===== config.mk =====
export PLATFORM = sky130hd
export DESIGN_NAME = demux_dispatch_flat
export DESIGN_NICKNAME = d
export VERILOG_FILES = /design/src/rtl/demux_pkg.sv /design/src/rtl/demux_if.sv /design/src/rtl/demux_chan.sv /design/src/rtl/demux_dispatch.sv /design/src/flat_wrapper.sv
export SDC_FILE = /design/constraint.sdc
export NUM_CORES = 1
export LEC_CHECK = 0
export BUFFER_PORTS_ARGS = -buffer_cell sky130_fd_sc_hd__buf_2
export CORE_MARGIN = 2
export CORE_UTILIZATION = 51
export DETAILED_ROUTE_END_ITERATION = 7
export GPL_ROUTABILITY_DRIVEN = 1
export PLACE_DENSITY = 0.79
export SLEW_MARGIN = 20
export SYNTH_ARGS = -nofsm -noshare
export SYNTH_HDL_FRONTEND = slang
export SYNTH_SLANG_ARGS = --single-unit

===== constraint.sdc =====
create_clock -name clk -period 3.1 [get_ports clk]
set_input_delay 0.62 -clock clk [delete_from_list [all_inputs] [get_ports clk]]
set_output_delay 0.62 -clock clk [all_outputs]
set_load 0.01 [all_outputs]

===== src/rtl/demux_pkg.sv =====
// Shared defaults for the demux dispatcher and the per-channel slice helper.
package demux_pkg;

  localparam int DW_DEF  = 8;
  localparam int NCH_DEF = 8;
  localparam int SW_DEF  = 3;

  // LSB position of channel k inside the flattened out_data bus
  function automatic int chan_lo(input int k, input int dw);
    return k * dw;
  endfunction

endpackage


===== src/rtl/demux_if.sv =====
// Producer/consumer bundle of the demux dispatcher; the dispatcher takes the slave side.
interface demux_if
  import demux_pkg::*;
#(
  parameter int DW  = DW_DEF,
  parameter int NCH = NCH_DEF,
  parameter int SW  = SW_DEF
);

  logic [DW-1:0]     In;
  logic [SW-1:0]     Sel;
  logic              in_valid;
  logic              in_ready;
  logic              auto;
  logic [NCH*DW-1:0] out_data;
  logic [NCH-1:0]    out_valid;
  logic [NCH-1:0]    out_ack;
  logic [SW-1:0]     scan_idx;
  logic [7:0]        xfer_cnt;

  modport master (
    output In, Sel, in_valid, auto, out_ack,
    input  in_ready, out_data, out_valid, scan_idx, xfer_cnt
  );

  modport slave (
    input  In, Sel, in_valid, auto, out_ack,
    output in_ready, out_data, out_valid, scan_idx, xfer_cnt
  );

endinterface


===== src/rtl/demux_chan.sv =====
// One output slot: loads a word one cycle after a transfer and holds it until acked.
// A load wins over a same-cycle ack so a consumed slot can be refilled without a bubble.
module demux_chan #(
  parameter int DW = 8
) (
  input  logic          clk,
  input  logic          rst,
  input  logic          load,
  input  logic          ack,
  input  logic [DW-1:0] din,
  output logic [DW-1:0] data,
  output logic          valid
);

  always_ff @(posedge clk) begin
    if (rst) begin
      data  <= '0;
      valid <= 1'b0;
    end else if (load) begin
      data  <= din;
      valid <= 1'b1;
    end else if (ack) begin
      valid <= 1'b0;
    end
  end

endmodule


===== src/rtl/demux_dispatch.sv =====
// Steers each accepted word to one of NCH slots (Sel or round-robin scan_idx), 1-cycle latency.
// in_ready drops only while the target slot is full and not being acked this cycle.
module demux_dispatch
  import demux_pkg::*;
#(
  parameter int DW  = DW_DEF,
  parameter int NCH = NCH_DEF,
  parameter int SW  = SW_DEF
) (
  input logic    clk,
  input logic    rst,
  demux_if.slave bus
);

  logic [SW-1:0]     target;
  logic              ready;
  logic              xfer;
  logic [SW-1:0]     scan_q;
  logic [7:0]        cnt_q;
  logic [NCH-1:0]    vld;
  logic [NCH*DW-1:0] dat;

  always_comb begin
    target = bus.auto ? scan_q : bus.Sel;
    ready  = !vld[target] | bus.out_ack[target];
    xfer   = bus.in_valid & ready;
  end

  for (genvar k = 0; k < NCH; k++) begin : g_chan
    demux_chan #(.DW(DW)) u_chan (
      .clk   (clk),
      .rst   (rst),
      .load  (xfer && (target == SW'(k))),
      .ack   (bus.out_ack[k]),
      .din   (bus.In),
      .data  (dat[chan_lo(k, DW) +: DW]),
      .valid (vld[k])
    );
  end

  // The scan pointer only moves on an auto-mode transfer, so mode toggles leave it intact
  always_ff @(posedge clk) begin
    if (rst) begin
      scan_q <= '0;
    end else if (xfer && bus.auto) begin
      scan_q <= (scan_q == SW'(NCH - 1)) ? '0 : scan_q + SW'(1);
    end
  end

  always_ff @(posedge clk) begin
    if (rst) begin
      cnt_q <= '0;
    end else if (xfer && (cnt_q != 8'hFF)) begin
      cnt_q <= cnt_q + 8'd1;
    end
  end

  assign bus.in_ready  = ready;
  assign bus.out_data  = dat;
  assign bus.out_valid = vld;
  assign bus.scan_idx  = scan_q;
  assign bus.xfer_cnt  = cnt_q;

endmodule


===== src/flat_wrapper.sv =====
// flat-port wrapper written by rule: the top's interface ports become plain ports
module demux_dispatch_flat import demux_pkg::*;
#(
  parameter int DW  = DW_DEF,
  parameter int NCH = NCH_DEF,
  parameter int SW  = SW_DEF
)
  (clk, rst, bus_In, bus_Sel, bus_in_valid, bus_auto, bus_out_ack, bus_in_ready, bus_out_data, bus_out_valid, bus_scan_idx, bus_xfer_cnt);
  demux_if #(.DW(DW), .NCH(NCH), .SW(SW)) bus_i ();
  input logic clk;
  input logic rst;
  input wire logic [$bits(bus_i.In)-1:0] bus_In;
  input wire logic [$bits(bus_i.Sel)-1:0] bus_Sel;
  input wire logic [$bits(bus_i.in_valid)-1:0] bus_in_valid;
  input wire logic [$bits(bus_i.auto)-1:0] bus_auto;
  input wire logic [$bits(bus_i.out_ack)-1:0] bus_out_ack;
  output wire logic [$bits(bus_i.in_ready)-1:0] bus_in_ready;
  output wire logic [$bits(bus_i.out_data)-1:0] bus_out_data;
  output wire logic [$bits(bus_i.out_valid)-1:0] bus_out_valid;
  output wire logic [$bits(bus_i.scan_idx)-1:0] bus_scan_idx;
  output wire logic [$bits(bus_i.xfer_cnt)-1:0] bus_xfer_cnt;
  assign bus_i.In = bus_In;
  assign bus_i.Sel = bus_Sel;
  assign bus_i.in_valid = bus_in_valid;
  assign bus_i.auto = bus_auto;
  assign bus_i.out_ack = bus_out_ack;
  assign bus_in_ready = bus_i.in_ready;
  assign bus_out_data = bus_i.out_data;
  assign bus_out_valid = bus_i.out_valid;
  assign bus_scan_idx = bus_i.scan_idx;
  assign bus_xfer_cnt = bus_i.xfer_cnt;
  demux_dispatch #(.DW(DW), .NCH(NCH), .SW(SW)) u_core (.clk(clk), .rst(rst), .bus(bus_i));
endmodule

==> flow_metrics.tcl <==
set metrics [dict create \
    tightestPinTransition_ps 677 \
    instances_no_fill 538 \
    vias_per_cell 5.31 \
    cpPeakStageDelay_ps 590 \
    cts-root-buf "clkbuf_8" \
    post-dp-hpwl_mm 5.94 \
    synth-async-reset-ratio 0 \
    ctsResizeCount 0 \
    hold_buffers 0 \
    cp-end-kind "output pin" \
    fin_total_pwr_mw 2.32 \
    wire_per_inst_microns 15.6 \
    cpMaxStageDelayCell "mux4_2" \
    muxShareOfSynthArea 0.211 \
    die_h_microns 86.8 \
    peakVddDrop_uv 337 \
    cp_top_family "multiplexers" \
    routed_wirelength_mm 8.42 \
    port_buffers 106 \
    rr_startpoint "u_core.bus.scan_idx[0]" \
    critPathCapture "bus_in_ready" \
    design.portCount 107 \
    syn_area_per_cell_sq_um 9.67 \
    synth_cells 362 \
    path_cells "buf_2, nand2b_1, a21boi_2, mux4_2, nand4_4, and2_1, buf_2" \
    core-area_sq_um 6720 \
    grt.total_usage 0.229 \
    area_delta_synth_final_pct 24.3 \
    htree_num_levels 3 \
    synth_compound_area_frac 0.0593 \
    synth_area_sq_um 3500 \
    placed_cells_incl_taps 522 \
    p_per_area_nw_per_um2 534 \
    path_depth 7 \
    initial_core_util 0.521 \
    cp_max_fo 7 \
    crit_top_cell "buf_2" \
    syn-num-nets 388 \
    status "finished clean" \
    antenna_left 0 \
    die_area_sq_um 7540 \
    fin_crit_sh 0.951 \
    nets 479 \
    nFillCells 569 \
    fin_crit_ps 2950 \
    rsz0062_at_grt "false" \
    clock_path_buffers 2 \
    grt_overflow 0 \
    yosysMostFrequentCell "dfxtp_1" \
    clock_sinks 83 \
    grt_pass1_vias 2735 \
    final.setup.tns_ps 0 \
    cp-start-kind "input port" \
    cts_buffers 9 \
    first_iter_violations 141 \
    rows 30 \
    synth_edf_count 0 \
    clkLatencyLatePin_ps 340 \
    synth-adder-area-share 0.0107 \
    ys_ff_latch 83 \
    path_clk_slew_ps 80 \
    r2r-end "u_core.bus.xfer_cnt[5]" \
    firstDrtPassIters 4 \
    yosys.area.top_type "dfxtp_1" \
    clock-skew-final_ps 8.08 \
    p_leak_nw 2.17 \
    vias 2858 \
    grt_pass1_wl_mm 13.4 \
    synth_xor_area_frac 0 \
    maxSlewViolCount 0 \
    setup_viol 0 \
    multi_input_area_sq_um 1620 \
    critPathBufInv 2 \
    antenna_found_initial 0 \
    worst-setup-path-type "input port to output pin" \
    r2r_setup_slack_ps 600 \
    holdWs_ps 493 \
    hold_viol 0 \
    cts_tree "yes" \
    place_congestion 0.880 \
    postCtsSetupBuffers 0 \
    die_x_microns 86.8 \
    place_ws_ps 170 \
    synth_seq_area_share 0.475 \
    drcViolationCount 0 \
    synth_area_leaders "dfxtp_1 (47%), mux2i_1 (19%), nor2_1 (8.0%)" \
    maxSlewHeadroom 0.549 \
    startpoint "bus_auto" \
    yosysWarnings 0 \
    synth_ff_type "dfxtp_1" \
    hold_depth 2 \
    synth-simple-area-share 0.182 \
    drive_gt1_frac 0.306 \
    critPathRequiredTime_ps 2480 \
    cp.arrival_ps 2330 \
    diodes 0 \
    hp-class "register to register" \
    max_freq_mhz 339 \
    rr_worst_depth 6 \
    synth_top_family_by_area "multiplexers" \
    maxCapViolCount 0 \
    synth_cell_types 39 \
    grt_max_degree 51 \
    yosysTopAreaCellShare 0.475 \
    setup_ws_ps 151 \
    regArea_sq_um 1660 \
    synth_common_cells "dfxtp_1 (83), nor2_1 (75), mux2i_1 (68)" \
]
[cell type report]
class                           instances  area share
Sequential cell                        83       0.382
Multi-Input combinational cell        235       0.373
Timing Repair Buffer                  117       0.155
Clock inverter                          6      0.0316
Clock buffer                           10      0.0293
Tap cell                               80      0.0230
Inverter                                7     0.00604
[cells by family after synthesis]
| group | Yosys count |
|---|---|
| buffers and inverters | 44 |
| multiplexers | 71 |
| flip-flops | 83 |
| adder cells (fa/ha/maj) | 3 |
| AND/OR/NAND/NOR | 126 |
| AO/OA/AOI/OAI | 35 |
[worst register-to-register path: stages, from the launching register on]
cell	delay, ps
dfxtp_1	440
a21boi_2	320
mux4_2	590
nand4_4	170
nand3_4	150
nor4_1	360
mux2_2	370
[stage by stage]
step,area [sq um],utilization
3_5_place_dp,4080,0.608
5_1_grt,4350,0.647
3_3_place_gp,4080,0.608
6_report,4350,0.647
2_1_floorplan,3500,-
4_1_cts,4350,0.647
[registers in the layout (all words and copies together), names as in the netlist]
signal,flops
u_core.bus.scan_idx,3
u_core.bus.xfer_cnt,8
u_core.g_chan.u_chan.data,64
u_core.g_chan.u_chan.valid,8
[metal layers]
metal  up-vias  GRT usage  part of all wire
met5         -          0                 0
met4         0     0.0753             0.014
met3        13     0.0743             0.072
met2        91      0.365              0.47
met1      1348      0.293              0.44
li1       1406          -                 -
[where the power goes]
group          switching, mW  leakage (nW)  internal (mW)
Clock                  0.382         0.131          0.620
Combinational          0.122          1.36         0.0903
Sequential            0.0186         0.672           1.09
[layout by cell type (no fill, tap or decap), types with 2 or more instances in the layout]
| cell | n |
|---|---|
| or3_1 | 2 |
| nand4b_1 | 4 |
| nor4_1 | 2 |
| mux2i_1 | 68 |
| inv_1 | 7 |
| o21ai_0 | 6 |
| ha_1 | 3 |
| clkinv_4 | 2 |
| o31ai_1 | 3 |
| nand2b_1 | 7 |
| nand2_1 | 5 |
| nand3_1 | 3 |
| mux4_2 | 2 |
| bufinv_16 | 4 |
| buf_2 | 106 |
| a21oi_1 | 18 |
| and2_1 | 5 |
| nand3b_1 | 4 |
| or3b_1 | 2 |
| buf_12 | 5 |
| nor2b_1 | 3 |
| nand4_1 | 3 |
| a211oi_1 | 2 |
| and3_1 | 3 |
| dfxtp_1 | 83 |
| or4_1 | 2 |
| clkbuf_8 | 9 |
| buf_4 | 6 |
| nor2_1 | 75 |
[worst min-delay path by stage]
stage | start | slack (ps) | end
CTS | u_core.g_chan[6].u_chan.valid | 490 | u_core.g_chan[6].u_chan.valid
global placement | u_core.g_chan[2].u_chan.data[1] | 470 | u_core.g_chan[2].u_chan.data[1]
global route | u_core.g_chan[1].u_chan.data[2] | 520 | u_core.g_chan[1].u_chan.data[2]
finish | u_core.g_chan[0].u_chan.data[5] | 490 | u_core.g_chan[0].u_chan.data[5]
floorplan | u_core.g_chan[5].u_chan.valid | 460 | u_core.g_chan[5].u_chan.valid
detailed placement | u_core.g_chan[3].u_chan.data[6] | 480 | u_core.g_chan[3].u_chan.data[6]
Power figures use the tool's default switching activity.
